$ cat src/rtl/move_scheduler_pkg.sv
// Shared types and helpers for the move scheduler: direction codes, FSM states,
// the one-entry request record and the lowest-index-wins direction encoder.
package move_scheduler_pkg;

  localparam logic [1:0] DIR_UP    = 2'd0;
  localparam logic [1:0] DIR_DOWN  = 2'd1;
  localparam logic [1:0] DIR_LEFT  = 2'd2;
  localparam logic [1:0] DIR_RIGHT = 2'd3;

  typedef enum logic [1:0] {
    IDLE,
    ISSUE,
    WAIT_DONE,
    WAIT_FRAME
  } state_t;

  typedef struct packed {
    logic       valid;
    logic [1:0] dir;
  } move_req_t;

  // Up beats down beats left beats right when several bits are set.
  function automatic logic [1:0] prio_enc(input logic [3:0] v);
    if (v[0])      return DIR_UP;
    else if (v[1]) return DIR_DOWN;
    else if (v[2]) return DIR_LEFT;
    else           return DIR_RIGHT;
  endfunction

endpackage

$ cat src/rtl/move_req_slot.sv
// One-entry move request buffer; a new load overwrites the held request and
// beats a pop issued in the same cycle.
module move_req_slot
  import move_scheduler_pkg::*;
(
  input  logic       clk,
  input  logic       rst_n,
  input  logic       load,
  input  logic [1:0] load_dir,
  input  logic       pop,
  output move_req_t  req
);

  always_ff @(posedge clk) begin
    if (!rst_n)    req       <= '0;
    else if (load) req       <= '{valid: 1'b1, dir: load_dir};
    else if (pop)  req.valid <= 1'b0;
  end

endmodule

$ cat src/rtl/move_scheduler.sv
// Arbitrates button and debug move requests, issues them one at a time to the
// move engine, then aligns the grid commit to the frame tick with a holdoff.
module move_scheduler
  import move_scheduler_pkg::*;
#(
  parameter int HOLDOFF_FRAMES = 12,
  parameter int TIMEOUT_CYCLES = 1024,
  parameter int CNT_W          = 10
) (
  input  logic       clk,
  input  logic       rst_n,
  input  logic [3:0] btn_dir,
  input  logic [3:0] dbg_move,
  input  logic       lock,
  input  logic       frame_tick,
  input  logic       move_ready,
  input  logic       move_done,
  output logic       move_valid,
  output logic [1:0] move_dir,
  output logic       move_is_dbg,
  output logic       commit,
  output logic       busy,
  output logic       timeout_err
);

  localparam int HO_W = (HOLDOFF_FRAMES > 0) ? $clog2(HOLDOFF_FRAMES + 1) : 1;

  state_t           state, state_n;
  logic [3:0]       btn_prev;
  logic [3:0]       btn_rise;
  logic [HO_W-1:0]  holdoff;
  logic [CNT_W-1:0] cnt;
  logic [1:0]       cmd_dir;
  logic             cmd_dbg;
  logic             btn_load, dbg_load, btn_pop, dbg_pop;
  logic             commit_n, to_err;
  move_req_t        btn_req, dbg_req;

  assign btn_rise = btn_dir & ~btn_prev;
  assign btn_load = (|btn_rise) && !lock && (holdoff == '0);
  assign dbg_load = |dbg_move;

  move_req_slot u_btn_slot (
    .clk      (clk),
    .rst_n    (rst_n),
    .load     (btn_load),
    .load_dir (prio_enc(btn_rise)),
    .pop      (btn_pop),
    .req      (btn_req)
  );

  move_req_slot u_dbg_slot (
    .clk      (clk),
    .rst_n    (rst_n),
    .load     (dbg_load),
    .load_dir (prio_enc(dbg_move)),
    .pop      (dbg_pop),
    .req      (dbg_req)
  );

  always_comb begin
    state_n  = state;
    dbg_pop  = 1'b0;
    btn_pop  = 1'b0;
    commit_n = 1'b0;
    to_err   = 1'b0;
    case (state)
      IDLE: begin
        if (dbg_req.valid) begin
          dbg_pop = 1'b1;
          state_n = ISSUE;
        end else if (btn_req.valid) begin
          btn_pop = 1'b1;
          state_n = ISSUE;
        end
      end
      ISSUE:
        if (move_ready) state_n = WAIT_DONE;
      WAIT_DONE: begin
        if (move_done) begin
          state_n = WAIT_FRAME;
        end else if (cnt == CNT_W'(TIMEOUT_CYCLES - 1)) begin
          to_err  = 1'b1;
          state_n = IDLE;
        end
      end
      WAIT_FRAME: begin
        // A tick arriving together with move_done is ignored; only ticks seen here count.
        if (frame_tick) begin
          commit_n = 1'b1;
          state_n  = IDLE;
        end
      end
      default: state_n = IDLE;
    endcase
  end

  always_ff @(posedge clk) begin
    if (!rst_n) begin
      state       <= IDLE;
      btn_prev    <= '0;
      holdoff     <= '0;
      cnt         <= '0;
      cmd_dir     <= '0;
      cmd_dbg     <= 1'b0;
      commit      <= 1'b0;
      timeout_err <= 1'b0;
    end else begin
      state    <= state_n;
      btn_prev <= btn_dir;
      commit   <= commit_n;
      cnt      <= (state == WAIT_DONE) ? cnt + 1'b1 : '0;
      if (to_err) timeout_err <= 1'b1;
      if (dbg_pop) begin
        cmd_dir <= dbg_req.dir;
        cmd_dbg <= 1'b1;
      end else if (btn_pop) begin
        cmd_dir <= btn_req.dir;
        cmd_dbg <= 1'b0;
      end
      // Debug moves commit without starting a holdoff window.
      if (commit_n && !cmd_dbg)              holdoff <= HO_W'(HOLDOFF_FRAMES);
      else if (frame_tick && holdoff != '0)  holdoff <= holdoff - 1'b1;
    end
  end

  assign move_valid  = (state == ISSUE);
  assign busy        = (state != IDLE);
  assign move_dir    = cmd_dir;
  assign move_is_dbg = cmd_dbg;

endmodule

$ cat config.mk
export PLATFORM = sky130hd
export DESIGN_NAME = move_scheduler
export DESIGN_NICKNAME = d
export VERILOG_FILES = /design/src/rtl/move_scheduler_pkg.sv /design/src/rtl/move_req_slot.sv /design/src/rtl/move_scheduler.sv
export SDC_FILE = /design/constraint.sdc
export NUM_CORES = 1
export LEC_CHECK = 0
export ABC_AREA = 1
export CORE_ASPECT_RATIO = 0.9
export CORE_UTILIZATION = 35
export DETAILED_ROUTE_END_ITERATION = 8
export GPL_TIMING_DRIVEN = 0
export SLEW_MARGIN = 20
export SYNTH_ARGS = -nofsm -noshare
export SYNTH_HDL_FRONTEND = slang
export SYNTH_HIERARCHICAL = 1
export SYNTH_SLANG_ARGS = --single-unit
$ cat constraint.sdc
create_clock -name clk -period 1.48 [get_ports clk]
set_input_delay 0.296 -clock clk [delete_from_list [all_inputs] [get_ports clk]]
set_output_delay 0.296 -clock clk [all_outputs]
set_load 0.005 [all_outputs]
Word level (Yosys, flattened, before mapping)
Cells that the tools add are included.
Cells by class
  bitwise logic cells: 3
  eq/ne operators: 8
  add/subtract/negate cells: 2
  mux-type cells: 32
  reductions and logical operators: 19
Operators by type and width (number)
  2-to-1 mux 2 bit: 12
  2-to-1 mux 1 bit: 17
  adder 10 x 1 -> 10 bit, second input constant: 1
  equality test 10 bit, second input constant: 1
  nonzero test 2 bit: 5
  2-to-1 mux 4 bit: 2
  case mux 2 bit (4 select lines): 1
  OR reduction 4 bit: 2
  AND 4 bit: 1
  equality test 2 bit, second input constant: 2
  logical AND 1 bit: 4
  logical NOT 4 bit: 1
  inequality test 2 bit, second input constant: 2
  NOT 4 bit: 1
  AND reduction 4 bit: 1
  nonzero test 4 bit: 1
  subtractor 4 x 1 -> 4 bit, second input constant: 1
  inequality test 3 x 1 -> 1 bit, second input constant: 1
  inequality test 3 bit, second input constant: 1
  equality test 2 x 1 -> 1 bit, second input constant: 1
  logical NOT 1 bit: 2
  logical NOT 2 bit: 1
  AND reduction 2 bit: 1
  OR reduction 2 bit: 1
  NOT 1 bit: 1
Storage, ports and cells
  register bits: 31
  logic and storage cells: 77

Logic depth before layout (Yosys ltp)
  word-level depth: 6
  gate-level depth with buffers: 9
  mapped depth without buffers: 9

Cells and area by module
Netlist, hierarchy kept.
By module, submodules not included
  move_scheduler: seq. area each 500.5 sq um, instances 1, area each 1224.9 sq um, cells each 180
  move_req_slot: seq. area each 60.1 sq um, instances 2, area each 108.9 sq um, cells each 14

Worst setup path before layout
No wires, ideal clock.
  path kind: register to register
  start: reg holdoff[0]
  end: reg u_btn_slot/req[0] in the netlist's numbering
  path buffers: 0
  stages on the path, launching flop included: 8
  setup slack: 216 ps
  data required time: 1364 ps
  arrival: 1148 ps
  setup time: 116 ps
  period minus slack after synthesis: 1264 ps
  cells stage by stage: dfxtp_1 > inv_1 > ha_1 > nand3_1 > nor3_1 > inv_2 > nor2_1 > nor2_1
On the way
  cells in the longest elaborated chain, start to end: 2
Ends and longest elaborated chain
  start, declared: RTL line move_scheduler.sv:31  | logic [HO_W-1:0] holdoff;
  start signal, assigned: RTL line move_scheduler.sv:122  | if (commit_n && !cmd_dbg) holdoff <= HO_W'(HOLDOFF_FRAMES);
  start signal, assigned: RTL line move_scheduler.sv:123  | else if (frame_tick && holdoff != '0) holdoff <= holdoff - 1'b1;
  logical NOT 4 bit: RTL line move_scheduler.sv:40  | assign btn_load = (|btn_rise) && !lock && (holdoff == '0);
  logical AND 1 bit: RTL line move_scheduler.sv:40
  named net btn_load: RTL line move_scheduler.sv:35  | logic btn_load, dbg_load, btn_pop, dbg_pop;
  end signal, assigned: RTL line move_req_slot.sv:16  | else if (load) req <= '{valid: 1'b1, dir: load_dir};
  end, declared: RTL line move_req_slot.sv:11  | output move_req_t req
The timed path passes the listed nets, and every way through them passes these cells.
A chain may end at the register's enable or synchronous reset.

Worst setup path in the final report
  start: reg cmd_dbg, in the netlist move_is_dbg
  end: out move_is_dbg
RTL lines
  start, declared: RTL line move_scheduler.sv:34  | logic cmd_dbg;
  start signal, assigned: RTL line move_scheduler.sv:105  | cmd_dbg <= 1'b0;
  start signal, assigned: RTL line move_scheduler.sv:116  | cmd_dbg <= 1'b1;
  start signal, assigned: RTL line move_scheduler.sv:119  | cmd_dbg <= 1'b0;
  end, declared: RTL line move_scheduler.sv:20  | output logic move_is_dbg,
No word-level cell between the ends.

==> results.ini <==
[sta]
clock.fmax_ghz=0.6939
slew_viol_final=0
hold_viol=0
setup_viol=0
skew_ns=0.008463
max_slew.worst_pin.slew_ns=0.3504
fin_crit_sh_pct=97.38
layout_min_cycle_time_ns=1.441
slew_headroom_pct=76.46
hold_ws_ns=0.4505

[cts]
cts_sinks=31
cts_root_buf=clkbuf_8
clk_path_buf_depth=2
path_clk_slew_ns=0.07
clk_latency_ns=0.28
cts_tree=done
h-tree-depth=2
cts_made_buffers=5
cts_hold_buf=0

[route]
ant_nets=0
vias=1257
avgRoutedWirePerCell_microns=9.201
routed_wl_microns=2604
routedLengthMet1_microns=1413
met3_length_microns=105
drt_iter0_markers=66
dr_wl_met2_microns=1041
drc=0
avgViaCountPerCell=4.442
first_pass_iters=4
top_layer=met4

[setup_path]
crit_required_ns=1.18
cp-start-kind=register
cpPeakStageDelay_ns=0.51
worstPathMaxFanout=3
cp-end-kind=primary output
crit_family=buffers and inverters
cp.arrival_ns=1.15
worstPathCellList=clkdlybuf4s50_1
crit_buf_inv=1
critical_path_class=register to primary output
cp_slowest_cell=clkdlybuf4s50_1

[power_and_ir_drop]
peakVddDrop_v=0.0009420
powerDensity_nw_per_um2=1633
p_leak_nw=0.8087
p_total_mw=3.028

[logic_synthesis]
ys_seq_area_share_pct=43.02
synth.cell_area_sq_um=1443
synth_area_per_cell_sq_um=6.936
synth_fp_nets=224
synth_edf_count=0
ys_seq_elements=31
yosys.area.top_type=dfxtp_1
yosysUniqueCellTypes=27
async_reset_ff_share_pct=0
synthCells=208
netlist_top_cells_area=dfxtp_1 (43%), inv_1 (10%), nand2_1 (10%)
synth_top_cell_area_share_pct=43.02
ys.flop_type=dfxtp_1
yosys-top-cells-count=inv_1 (40), nand2_1 (40), dfxtp_1 (31)
yosys_warnings=6

[final_layout]
final_nets=252
seq_area_sq_um=626.9
n_antenna_cell=0
drive_gt1_share_pct=14.35
syn_to_final_growth_pct=28.53
final_cell_area_sq_um=1854
fillers=383
multi_input_area_sq_um=669.4
finalNonFillerCells=283

[flow_run]
cap_viol_max_count=0

[global_routing]
grt_pass1_vias=1043
grt-ovfl-total=0
grt_pass1_wl_microns=4450
grt_max_degree=11
grtUsageTotal_pct=12.95
antenna_found_initial=0

[status]
status=finished clean

[place]
place_congestion=0.7480
dp_hpwl_microns=1947
port-buffer-count=20
post-place-cells=274
placed_area_sq_um=1700

[floorplanning]
die_w_microns=69.68
rows=21
die_height_microns=62.91
num_io_pins=21
core-area_sq_um=3836
initial_core_util_pct=37.61
die_area_sq_um=4383

[hold_path]
holdCritPathClass=register to register

## sequential cells by signal (all words and copies together) (netlist names)
register and count:
btn_prev 4, cnt 10, state 2, u_dbg_slot/req 3, timeout_err 1, move_is_dbg 1, move_dir 2, commit 1
holdoff 4, u_btn_slot/req 3
## stage by stage
step	utilization [%]	worst slack, ns	setup TNS [ns]
4_1_cts	47.88	0.02655	0
3_3_place_gp	44.32	-0.3614	-4.237
5_1_grt	48.34	-0.01187	-0.02054
6_report	48.34	0.03878	0
3_5_place_dp	44.32	-0.3730	-3.944
2_1_floorplan	-	0.2160	0
## layout by cell type, fill, tap and decap left out
master | netlist | routed
dfxtp_4 | 0 | 1
clkinv_1 | 1 | 1
nor2_2 | 5 | 4
nor3b_2 | 1 | 1
clkinv_2 | 0 | 1
nand3_1 | 12 | 11
o21bai_1 | 1 | 1
a211oi_1 | 1 | 1
ha_2 | 0 | 1
nor3_1 | 4 | 3
a21oi_2 | 2 | 2
a21oi_1 | 14 | 14
o21ai_0 | 9 | 8
o21ai_1 | 2 | 3
o211ai_1 | 1 | 1
clkdlybuf4s50_1 | 0 | 17
inv_1 | 40 | 38
or2_2 | 1 | 1
nand3b_1 | 1 | 1
nor4_1 | 1 | 1
nand2_2 | 2 | 3
ha_1 | 2 | 1
nand4_1 | 3 | 3
dfxtp_2 | 0 | 2
a31oi_1 | 1 | 1
nand2_1 | 40 | 39
nor3_4 | 0 | 1
dlygate4sd2_1 | 0 | 3
buf_4 | 0 | 1
nor2_1 | 27 | 27
nor2_4 | 1 | 2
inv_2 | 3 | 5
xor2_1 | 1 | 1
bufinv_16 | 0 | 1
clkbuf_8 | 1 | 7
dfxtp_1 | 31 | 28
nand3_2 | 0 | 1
## cells by family after synthesis
family / count (synthesis) / synth area share, %
buf+inv: 45 / 12.40
simple gates: 98 / 30.36
fa+ha+maj: 2 / 1.734
flops: 31 / 43.02
xor+xnor: 1 / 0.6072
compound gates: 31 / 11.88
## path summary, 6_finish.rpt
path	end	slack, ns	depth (start not counted)	start
setup / recovery	move_is_dbg	0.04	1	move_is_dbg
hold / removal	timeout_err	0.45	2	timeout_err
setup reg to reg	u_btn_slot/req[0]	0.16	7	holdoff[0]
hold reg to reg	timeout_err	0.45	2	timeout_err
## area by class of cell
| cell class | instances | area share (%) |
|---|---|---|
| tap | 46 | 3.104 |
| clock buffer | 6 | 4.453 |
| inverter | 44 | 8.907 |
| clock inverter | 2 | 1.889 |
| buffer | 1 | 0.7422 |
| sequential | 31 | 33.81 |
| timing repair buffer | 21 | 11.00 |
| multi-input combinational | 132 | 36.10 |
## worst register-to-register path, delay by kind of cell (launching register included)
kind	cells	cell delay, ns
DFF	1	0.32
adders and majority gates	1	0.21
and+or+nand+nor	4	0.54
buffers and inverters	2	0.15
## timing repair
item,CTS,global route
endpoints found under the setup margin,7,8
setup buffers,1,0
resized for setup,8,8
pin swaps,1,1
## power breakdown
group	internal, mW	leakage, nW	switching, mW
registers	1.01	0.255	0.127
logic	0.460	0.492	0.586
clock network	0.544	0.0612	0.304
total	2.01	0.809	1.02
## metal layers
metal	GRT usage, %	up-vias
met3	4.355	7
met5	0	-
li1	-	702
met2	17.84	20
met1	18.02	528
met4	6.000	0
(Power assumes the default switching activity.)
